**src/rtl/pll_lock_sequencer.sv**
```systemverilog
// pll_lock_sequencer: PLL bring-up/recovery sequencer with lock timeout, bounded retry, stability qualification and sticky fault
// Ports:
//   clk_i           free-running init clock
//   rst_ni          async active-low reset
//   pll_lock_i      raw PLL lock (asynchronous, synchronized internally)
//   restart_i       single-cycle restart request, top priority
//   pll_rst_o       PLL reset, active-high
//   locked_o        qualified lock
//   sys_rst_no      downstream reset, active-low, released only while locked
//   fault_o         sticky failure flag after retries are exhausted
//   retry_cnt_o     failed attempts in the current sequence
//   lock_loss_cnt_o saturating count of lock losses since rst_ni
module pll_lock_sequencer #(
    parameter int RST_CYCLES    = 16,
    parameter int LOCK_TIMEOUT  = 65536,
    parameter int STABLE_CYCLES = 1024,
    parameter int MAX_RETRIES   = 3,
    localparam int MAX_A   = (RST_CYCLES > LOCK_TIMEOUT) ? RST_CYCLES : LOCK_TIMEOUT,
    localparam int MAX_CNT = (MAX_A > STABLE_CYCLES) ? MAX_A : STABLE_CYCLES,
    localparam int CNT_W   = $clog2(MAX_CNT + 1),
    localparam int RW      = (MAX_RETRIES > 0) ? $clog2(MAX_RETRIES + 1) : 1
) (
    input  logic          clk_i,
    input  logic          rst_ni,
    input  logic          pll_lock_i,
    input  logic          restart_i,
    output logic          pll_rst_o,
    output logic          locked_o,
    output logic          sys_rst_no,
    output logic          fault_o,
    output logic [RW-1:0] retry_cnt_o,
    output logic [7:0]    lock_loss_cnt_o
);
    typedef enum logic [2:0] {RST_PLL, WAIT_LOCK, STABLE, LOCKED, FAULT} state_e;
    state_e           state_q, state_d;
    logic [CNT_W-1:0] cnt_q, cnt_d;
    logic [RW-1:0]    retry_q, retry_d;
    logic [7:0]       loss_q, loss_d;
    logic             sync1_q, sync2_q;
    logic             pll_rst_q, locked_q, sys_rst_n_q, fault_q;
    logic             lock_s;
    assign lock_s = sync2_q;
    always_comb begin
        state_d = state_q;
        cnt_d   = cnt_q + 1'b1;
        retry_d = retry_q;
        loss_d  = loss_q;
        if (restart_i) begin
            state_d = RST_PLL;
            cnt_d   = '0;
            retry_d = '0;
        end else begin
            case (state_q)
                RST_PLL: if (cnt_q == CNT_W'(RST_CYCLES - 1)) begin
                    state_d = WAIT_LOCK;
                    cnt_d   = '0;
                end
                // lock is tested before the timeout so a lock on the final cycle wins
                WAIT_LOCK: if (lock_s) begin
                    state_d = STABLE;
                    cnt_d   = '0;
                end else if (cnt_q == CNT_W'(LOCK_TIMEOUT - 1)) begin
                    cnt_d   = '0;
                    state_d = (retry_q < RW'(MAX_RETRIES)) ? RST_PLL : FAULT;
                    retry_d = (retry_q < RW'(MAX_RETRIES)) ? retry_q + 1'b1 : retry_q;
                end
                // a dropout restarts the lock wait without consuming a retry
                STABLE: if (!lock_s) begin
                    state_d = WAIT_LOCK;
                    cnt_d   = '0;
                end else if (cnt_q == CNT_W'(STABLE_CYCLES - 1)) begin
                    state_d = LOCKED;
                    cnt_d   = '0;
                    retry_d = '0;
                end
                LOCKED: begin
                    cnt_d = '0;
                    if (!lock_s) begin
                        state_d = RST_PLL;
                        loss_d  = loss_q + {7'd0, loss_q != 8'hFF};
                    end
                end
                default: cnt_d = '0;
            endcase
        end
    end
    // outputs are decoded from the next state so they move on the same edge as the state
    always_ff @(posedge clk_i or negedge rst_ni) begin
        if (!rst_ni) begin
            state_q     <= RST_PLL;
            cnt_q       <= '0;
            retry_q     <= '0;
            loss_q      <= '0;
            sync1_q     <= 1'b0;
            sync2_q     <= 1'b0;
            pll_rst_q   <= 1'b1;
            locked_q    <= 1'b0;
            sys_rst_n_q <= 1'b0;
            fault_q     <= 1'b0;
        end else begin
            state_q     <= state_d;
            cnt_q       <= cnt_d;
            retry_q     <= retry_d;
            loss_q      <= loss_d;
            sync1_q     <= pll_lock_i;
            sync2_q     <= sync1_q;
            pll_rst_q   <= (state_d == RST_PLL) || (state_d == FAULT);
            locked_q    <= state_d == LOCKED;
            sys_rst_n_q <= state_d == LOCKED;
            fault_q     <= state_d == FAULT;
        end
    end
    assign pll_rst_o       = pll_rst_q;
    assign locked_o        = locked_q;
    assign sys_rst_no      = sys_rst_n_q;
    assign fault_o         = fault_q;
    assign retry_cnt_o     = retry_q;
    assign lock_loss_cnt_o = loss_q;
endmodule

```
**config.mk**
```make
export PLATFORM = sky130hd
export DESIGN_NAME = pll_lock_sequencer
export DESIGN_NICKNAME = d
export VERILOG_FILES = /design/src/rtl/pll_lock_sequencer.sv
export SDC_FILE = /design/constraint.sdc
export NUM_CORES = 1
export LEC_CHECK = 0
export ABC_AREA = 0
export CAP_MARGIN = 20
export CORE_AREA = 2 2 53 75
export DETAILED_ROUTE_END_ITERATION = 12
export DIE_AREA = 0 0 55 77
export PLACE_DENSITY = 0.74
export SLEW_MARGIN = 20
export SYNTH_ARGS = -nofsm -noshare
export SYNTH_HDL_FRONTEND = slang
export SYNTH_SLANG_ARGS = --single-unit
```
**constraint.sdc**
```tcl
create_clock -name clk_i -period 5.35 [get_ports clk_i]
set_clock_uncertainty 0.2 [all_clocks]
set_input_delay 0.8025 -clock clk_i [delete_from_list [all_inputs] [get_ports clk_i]]
set_output_delay 0.8025 -clock clk_i [all_outputs]
set_load 0.03 [all_outputs]
```
Word level (Yosys, flattened, before mapping)
Index checks and enable logic that the tools add are counted.
{"block": "totals", "elab_cells": 58, "reg_bits": 35, "out_inout_bits": 14}
{"block": "op_classes", "n_reduce_logical": 6, "n_bitwise": 2, "n_eq_ne": 14, "order_cmp": 1, "addsub": 3, "mux": 23}
{"operator": "2-to-1 mux 17 bit", "n": 6}
{"operator": "case mux 17 bit (3 select lines)", "n": 1}
{"operator": "2-to-1 mux 3 bit", "n": 8}
{"operator": "adder 17 x 1 -> 17 bit (second input constant)", "n": 1}
{"operator": "equality test 17 x 10 -> 1 bit (second input constant)", "n": 1}
{"operator": "equality test 17 x 16 -> 1 bit (second input constant)", "n": 1}
{"operator": "equality test 17 x 4 -> 1 bit (second input constant)", "n": 1}
{"operator": "!= test 3 bit (second input constant)", "n": 5}
{"operator": "2-to-1 mux 2 bit", "n": 6}
{"operator": "case mux 3 bit (4 select lines)", "n": 1}
{"operator": "equality test 3 x 2 -> 1 bit (second input constant)", "n": 3}
{"operator": "adder 8 x 1 -> 8 bit", "n": 1}
{"operator": "!= test 8 bit (second input constant)", "n": 1}
{"operator": "logical NOT 3 bit", "n": 2}
{"operator": "AND reduction 6 bit", "n": 1}
{"operator": "case mux 2 bit (2 select lines)", "n": 1}
{"operator": "equality test 3 x 1 -> 1 bit (second input constant)", "n": 1}
{"operator": "equality test 3 bit (second input constant)", "n": 1}
{"operator": "AND reduction 3 bit", "n": 1}
{"operator": "nonzero test 3 bit", "n": 1}
{"operator": "adder 2 x 1 -> 2 bit (second input constant)", "n": 1}
{"operator": "< comparator 2 bit (second input constant)", "n": 1}
{"operator": "NOT 1 bit", "n": 2}
{"operator": "logical OR 1 bit", "n": 1}

Longest topological paths before layout
Gate-level depths: netlist (run 1).
{"block": "logic_depth", "ltp_word": 8, "depth_mapped": 9}

Worst setup path after synthesis (run 1)
OpenSTA, ideal clock, no wires.
{"block": "synth_timing", "path_kind": "reg2reg", "startpoint": "register cnt_q[0]", "endpoint": "register retry_q[0] (netlist: retry_cnt_o[0])", "required_ns": 5.025, "setup_ns": 0.125, "path_stages_with_launch": 10, "arrival_ns": 2.053, "slack_ns": 2.972, "cell_sequence": "dfrtp_1 -> ha_1 -> nand3_2 -> nor3_1 -> and3_1 -> ha_1 -> nor4bb_1 -> nand2_1 -> o311a_1 -> mux2_2"}
{"block": "synth_between", "elab_chain_cells": 3}
{"item": "from (decl)", "line_no": "36", "rtl": "logic [CNT_W-1:0] cnt_q, cnt_d;"}
{"item": "from (signal assigned)", "line_no": "102", "rtl": "cnt_q <= cnt_d;"}
{"item": "equality test 17 x 10 -> 1 bit / equality test 17 x 16 -> 1 bit (equally long branches)", "line_no": "71, 62"}
{"item": "!= test 3 bit (no line)"}
{"item": "AND reduction 6 bit (no line) (*)"}
{"item": "to (signal assigned)", "line_no": "103", "rtl": "retry_q <= retry_d;"}
{"item": "to (decl)", "line_no": "37", "rtl": "logic [RW-1:0] retry_q, retry_d;"}
Mark *: on every way between the ends. The rest lies on a longest branch, timed or not.
A chain may end at the register's enable or synchronous reset.

Worst setup path after layout (run 1)
Ends and elaborated chain as after synthesis.

==> results.md, run 1 <==
| Step | Parameter | Value |
| --- | --- | --- |
| global route | Via count of the first global-routing pass | 1439 |
| flow run | Max-cap viol count | 0 |
| sta | Max-slew headroom | 55.2% |
| floorplan | Core area | 3580 sq um |
| sta | Transition time at the pin with the least slew margin | 0.673 ns |
| yosys | Cell taking the most area after synthesis | dfrtp_1 |
| global route | GRT Util Overall | 21.0% |
| yosys | Post-synthesis average cell area | 10.3 sq um |
| yosys | Cell count after synthesis | 183 |
| placed design | Port Buffers | 17 |
| yosys | Complex-gate fraction of the synthesized area | 12.5% |
| sta | Count of final hold-check violations | 0 |
| clock tree | Maximum count of clock buffers along a single path | 2 |
| yosys | Synth top area cells | dfrtp_1 (45%), xnor2_1 (5.6%), a31oi_1 (4.7%), ha_1 (4.0%), nand3_1 (2.4%) |
| cells and area | Synth-to-Final Area Change | 16.4% |
| yosys | Simple-gate area share of the yosys netlist | 23.6% |
| worst setup path | Slowest Stage Delay on Critical Path | 0.36 ns |
| clock tree | Hold_buf cts | 0 |
| clock tree | Clock latency on the worst-skew pair | 0.29 ns |
| min path | Hold/Removal Path Class | reg2reg |
| sta | Setup repair after global routing missed its margin | false |
| power and ir drop | Leakage power of the design | 0.913 nW |
| floorplan | Overall die area | 4240 sq um |
| sta | Endpoints failing setup | 0 |
| yosys | Post-Synthesis Net Count | 193 |
| sta | Top achievable clock speed | 382 MHz |
| placed design | Placer Congestion | 0.839 |
| clock tree | Clock slew seen by the registers of the worst setup and hold paths | 0.08 ns |
| worst setup path | Setup slack, reg-to-reg | 2.73 ns |
| worst setup path | Delay-heaviest family, CP | simple AND/OR/NAND/NOR gates |
| cells and area | Ratio of cells with drive above 1 in the final layout | 10.9% |
| worst setup path | Depth of the worst register-to-register path | 9 |
| yosys | Number of warnings reported in the yosys synthesis log | 0 |
| drt | Residual DRC | 0 |
| drt | Post-route ant nets | 0 |
| cells and area | Number of inserted filler cells in the final layout | 299 |
| yosys | Largest family of logic cells by synthesized area | simple AND/OR/NAND/NOR gates |
| clock tree | TritonCTS clock tree | built |
| cells and area | Most frequent standard cell in the layout excluding fill and tap cells | dfrtp_1 |
| drt | Vias after detailed routing | 1514 |
| worst setup path | Critical path fanouts, max | 7 |
| yosys | XOR/XNOR share of the synthesized area | 7.92% |
| floorplan | Number of ports placed on the die boundary | 18 |
| yosys | Combined area of all synthesized cells | 1880 sq um |
| yosys | Share of async-settable or async-resettable flops after synthesis | 100% |
| worst setup path | Slowest CP cell | dfrtp_1 |
| clock tree | TritonCTS sink count | 35 |
| min path | Min-delay src | sync1_q |
| floorplan | Initial cell density of the core | 52.5% |
| clock tree | Library cell used as clock root buffer | clkbuf_8 |
| worst setup path | R2r startpoint | cnt_q[0] |
| floorplan | Die width | 55 um |
| yosys | Share of synthesized cell area in full adder, half adder and majority cells | 3.99% |
| power and ir drop | Max IR drop VDD | 200 uV |
| clock tree | Clock buffers created by TritonCTS | 5 |
| power and ir drop | Total power divided by cell area | 247 nW/um^2 |
| worst setup path | Chain of cells forming the critical path | ha_1, nand3_2, nor3_1, and3_1, ha_1, nor4bb_1, nand2_1, o311a_1, mux2_2 |
| worst setup path | Worst r2r dst | retry_cnt_o[0] |
| sta | Clock period minus final worst setup slack | 2.62 ns |
| clock tree | Number of buffers inserted by post-CTS setup repair | 0 |
| yosys | Netlist cell types | 46 |
| global route | First-pass GRT wire length | 6530 um |
| global route | Initial antenna violation count | 0 |
| worst setup path | Most common cell on crit path | ha_1 |
| min path | Cells on Worst Hold Path | 0 |
| drt | First-pass iteration count of the detailed router | 4 |
| floorplan | Rows | 26 |
| sta | Final Cycle Share | 48.9% |
| yosys | Top cell type's share of synthesized area | 45.3% |
| floorplan | Vertical die dimension | 77 um |
| worst setup path | Type of destination of the critical path | register |
| drt | Total detailed-routing wirelength | 3870 um |
| worst setup path | Buf/Inv on CP | 0 |
| global route | Overall overflow remaining after global route | 0 |
| yosys | Sequential element share of the synthesized area | 46.7% |
| drt | Post-DR vias/cell | 6.23 |
| worst setup path | Critical path class | reg2reg |
| sta | Total Negative Setup Slacks | 0 ns |
| min path | Hold EP | lock_s |
| worst setup path | Crit path launch type | register |
| clock tree | Depth of the CTS H-tree | 2 |
| yosys | Share of cell area taken by muxes after synthesis | 1.80% |
| cells and area | Diodes inserted | 0 |
| sta | Max-slew violation count | 0 |
| worst setup path | Arrival time of the worst setup path | 2.60 ns |
| drt | Average wire length per cell after detail routing | 15.9 um |
| cells and area | Final non-filler cell area | 2190 sq um |
| placed design | Placed wire-length estimate after detailed placement | 2700 um |
| yosys | Main flop type after synthesis | dfrtp_1 |
| yosys | EDFF count, synth | 0 |
| run status | Run status | complete, no violations |
| clock tree | Total of cells resized after clock tree synthesis | 0 |
| worst setup path | Endpoint required time on the critical path | 5.34 ns |
| placed design | Post-Place Cell Area | 2070 sq um |
| global route | Pin count of the biggest net entering global routing | 36 |
| yosys | Flops & latches, synth | 35 |
| cells and area | Commonest non-fill, non-tap cells in the layout | dfrtp_1 (34), clkdlybuf4s50_1 (17), a31oi_1 (14), xnor2_1 (12) |
| drt | Iter 0 DRT Violations | 35 |
| cells and area | Number of nets at the end of the flow | 210 |
-- where the power goes --
group          internal (mW)  switching [mW]  total, mW  leakage, nW
combinational        0.00705          0.0132     0.0203        0.375
sequential             0.268         0.00355      0.271        0.476
clock                  0.151          0.0975      0.248       0.0612
total                  0.425           0.114      0.540        0.913
-- logic make-up (layout without fill, tap and decap cells) --
logic type               Yosys count  count (layout)
adder cells (fa/ha/maj)            6               6
flip-flops                        35              35
buffers and inverters             15              33
XOR/XNOR                          17              17
multiplexers                       3               3
AO/OA/AOI/OAI                     34              34
AND/OR/NAND/NOR                   73              73
-- state kept, by name (all words and copies together), names as in the netlist --
signal,flops
sync1_q,1
sys_rst_no,1
fault_o,1
retry_cnt_o,2
pll_rst_o,1
state_q,3
lock_s,1
lock_loss_cnt_o,8
cnt_q,17
-- metrics by stage --
step           util (%)  hold WS [ns]  worst slack [ns]  std cells  power, mW
2_1_floorplan         -         0.131              2.97        183      0.285
3_3_place_gp       57.9         0.138              2.71        235      0.296
3_5_place_dp       57.9         0.142              2.67        235      0.297
4_1_cts            61.2         0.179              2.75        243      0.546
5_1_grt            61.2         0.192              2.50        243      0.561
6_report           61.2         0.170              2.73        243      0.540
-- worst max-delay path by stage --
stage | from | endpoint | slack (ns) | depth (start not counted)
finish | cnt_q[0] | retry_cnt_o[0] | 2.73 | 9
global route | cnt_q[0] | fault_o | 2.50 | 9
CTS | cnt_q[0] | retry_cnt_o[0] | 2.75 | 9
detailed placement | restart_i | cnt_q[15] | 2.67 | 4
global placement | restart_i | lock_loss_cnt_o[0] | 2.71 | 4
floorplan | cnt_q[0] | retry_cnt_o[0] | 2.97 | 9
-- area by class of cell --
cell class	instances	area, sq um	share of cell area [%]
Clock buffer	6	82.6	3.77
Clock inverter	2	35.0	1.60
Inverter	7	26.3	1.20
Multi-Input combinational cell	133	937	42.8
Sequential cell	35	877	40.1
Tap cell	42	52.6	2.40
Timing Repair Buffer	18	178	8.12
-- layer usage --
metal  wire (um)  up-vias  GRT usage (%)
li1            -      717              -
met1        1600      741           24.8
met2        2000       47           34.0
met3         162        9           5.25
met4         105        0           9.76
met5           0        -              0
-- synth_stat cells (2+ instances only) --
cell type   n
dfrtp_1    34
a31oi_1    14
xnor2_1    12
nand2_1     9
nand3_1     9
nor2_1      8
nor3_1      8
and3_1      7
inv_1       7
nand4_1     7
ha_1        6
nor4_1      5
o21ai_0     5
xor2_1      5
buf_2       4
a21oi_1     3
a32oi_1     3
clkbuf_1    3
mux2_2      3
or3_1       3
and4_1      2
nor3b_1     2
No activity file was read; power rests on OpenSTA's default activity.
==> run 2, diff against run 1 <==
clock period = 2.5 ns   (was 5.35 ns; I/O delays follow)
==> results.md, run 2 (synthesized netlist as in run 1, its figures left out) <==
| Step | Parameter | Value |
| --- | --- | --- |
| cells and area | Ratio of cells with drive above 1 in the final layout | 17.1% |
| cells and area | Largest Register | cnt_q |
| cells and area | Finished Core Util | 63.7% |
| min path | Hold/Removal Path Class | reg2reg |
| cells and area | Number of inserted filler cells in the final layout | 307 |
| drt | Average wire length per cell after detail routing | 16.5 um |
| worst setup path | Critical path class | reg2reg |
| clock tree | Clock latency on the worst-skew pair | 0.29 ns |
| global route | Via count of the first global-routing pass | 1549 |
| drt | Total detailed-routing wirelength | 4160 um |
| floorplan | Overall die area | 4240 sq um |
| drt | Post-DR vias/cell | 6.15 |
| worst setup path | Chain of cells forming the critical path | ha_2, nand3_2, nor3_4, and3_4, ha_2, nor4bb_2, nand2_1, o311a_1, mux2_2 |
| sta | Max-slew violation count | 0 |
| drt | Post-route ant nets | 0 |
| cells and area | Synth-to-Final Area Change | 21.2% |
| worst setup path | Endpoint required time on the critical path | 2.48 ns |
| power and ir drop | Power spent charging and discharging nets | 253 uW |
| run status | Run status | complete, no violations |
| cells and area | Sequential cell area | 877 sq um |
| cells and area | Number of flip-flops under the largest register name | 17 |
| sta | Top achievable clock speed | 422 MHz |
| cells and area | Commonest non-fill, non-tap cells in the layout | dfrtp_1 (34), clkdlybuf4s50_1 (17), a31oi_1 (14), xnor2_1 (12), buf_4 (10) |
| clock tree | Clock buffers created by TritonCTS | 5 |
| power and ir drop | Sequential power share | 50.9% |
| power and ir drop | Part of the total power dissipated in the clock network | 44.8% |
| global route | First-pass GRT wire length | 6900 um |
| cells and area | Most frequent standard cell in the layout excluding fill and tap cells | dfrtp_1 |
| floorplan | Rows | 26 |
| global route | Overall overflow remaining after global route | 0 |
| worst setup path | Buf/Inv on CP | 0 |
| worst setup path | Type of destination of the critical path | register |
| flow run | Max-cap viol count | 0 |
| sta | Final Cycle Share | 94.7% |
| worst setup path | Slowest CP cell | dfrtp_1 |
| clock tree | TritonCTS clock tree | built |
| power and ir drop | Internal power contribution | 888 uW |
| floorplan | Number of ports placed on the die boundary | 18 |
| global route | Initial antenna violation count | 0 |
| worst setup path | Arrival time of the worst setup path | 2.35 ns |
| drt | Iter 0 DRT Violations | 30 |
| placed design | Placed wire-length estimate after detailed placement | 2870 um |
| floorplan | Die width | 55 um |
| power and ir drop | Max IR drop VDD | 631 uV |
| placed design | Port Buffers | 17 |
| clock tree | Library cell used as clock root buffer | clkbuf_8 |
| power and ir drop | Total power divided by cell area | 501 nW/um^2 |
| worst setup path | Crit path launch type | register |
| sta | Transition time at the pin with the least slew margin | 0.447 ns |
| sta | Clock period minus final worst setup slack | 2.37 ns |
| power and ir drop | Share of total power in combinational logic | 4.3% |
| placed design | Placer Congestion | 0.859 |
| worst setup path | Most common cell on crit path | ha_2 |
| drt | First-pass iteration count of the detailed router | 4 |
| clock tree | Maximum count of clock buffers along a single path | 2 |
| floorplan | Initial cell density of the core | 52.5% |
| clock tree | TritonCTS sink count | 35 |
| power and ir drop | Switching Share | 22.2% |
| drt | Vias after detailed routing | 1550 |
| floorplan | Core area | 3580 sq um |
| worst setup path | Critical path fanouts, max | 4 |
| sta | Count of final hold-check violations | 0 |
| cells and area | Number of nets at the end of the flow | 219 |
| clock tree | Depth of the CTS H-tree | 2 |
| sta | Total Negative Setup Slacks | 0 ns |
| global route | GRT Util Overall | 22.2% |
| floorplan | Vertical die dimension | 77 um |
| worst setup path | Slowest Stage Delay on Critical Path | 0.37 ns |
| sta | Endpoints failing setup | 0 |
| global route | Pin count of the biggest net entering global routing | 36 |
| drt | Residual DRC | 0 |
| clock tree | Clock slew seen by the registers of the worst setup and hold paths | 0.08 ns |
| cells and area | Diodes inserted | 0 |
| worst setup path | Delay-heaviest family, CP | simple AND/OR/NAND/NOR gates |
| sta | Max-slew headroom | 70.2% |
| power and ir drop | Leakage power of the design | 0.963 nW |
| cells and area | Area taken by multi-input logic gates | 965 sq um |
==> run 2: cell type report <==
type                       instances  share of cell area, %
sequential                        35                   38.5
timing repair buffer              27                   10.8
multi-input combinational        133                   42.3
tap                               42                   2.31
clock buffer                       5                   3.02
clock inverter                     3                   1.92
inverter                           7                   1.15
==> run 2: per-stage QoR <==
step / instance area [sq um] / hold slack, ns / std cells / setup slack [ns] / power (mW)
floorplan: 1880 / -0.121 / 183 / 0.122 / 0.611
global placement: 2130 / 0.157 / 243 / 0.110 / 0.636
detailed placement: 2130 / 0.161 / 243 / 0.0523 / 0.639
CTS: 2240 / 0.169 / 251 / 0.0412 / 1.15
global route: 2280 / 0.171 / 252 / -0.0152 / 1.19
finish: 2280 / 0.157 / 252 / 0.132 / 1.14
==> run 2: path summary, 6_finish.rpt <==
kind                          start                  to  slack (ns)  depth (start not counted)
setup / recovery           cnt_q[0]      retry_cnt_o[0]        0.13                          9
hold / removal              sync1_q              lock_s        0.16                          0
setup reg to reg           cnt_q[0]      retry_cnt_o[0]        0.13                          9
hold reg to reg             sync1_q              lock_s        0.16                          0
max in group asynchronous    rst_ni           pll_rst_o        1.45                          2
min in group asynchronous    rst_ni  lock_loss_cnt_o[2]        0.29                          2
==> run 2: routing by layer <==
| metal | up-vias | GRT usage, % | share of wire (%) |
|---|---|---|---|
| li1 | 741 | - | - |
| met1 | 771 | 25.5 | 41 |
| met2 | 30 | 37.5 | 54 |
| met3 | 8 | 4.67 | 2.9 |
| met4 | 0 | 10.2 | 1.9 |
| met5 | - | 0 | 0 |
==> run 2: timing repair <==
item / in CTS / in global routing
setup buffers: 0 / 1
resized for setup: 0 / 6
setup endpoints to repair: 0 / 5
hold buffers: 0 / 0
==> run 2: power by group through the flow <==
| stage | logic [mW] | clock network [mW] | registers (mW) |
|---|---|---|---|
| 3_5_place_dp | 0.0475 | 0 | 0.591 |
| 6_report | 0.0492 | 0.511 | 0.581 |
| 5_1_grt | 0.0560 | 0.548 | 0.581 |
| 2_1_floorplan | 0.0210 | 0 | 0.590 |
| 3_3_place_gp | 0.0455 | 0 | 0.591 |
| 4_1_cts | 0.0477 | 0.521 | 0.580 |
==> run 2: worst reg2reg max path, delay by kind of cell, from the launching register on <==
family	cells	cell delay, ns
compound gates	1	0.14
fa+ha+maj	2	0.41
flops	1	0.37
simple gates	5	0.87
mux	1	0.26
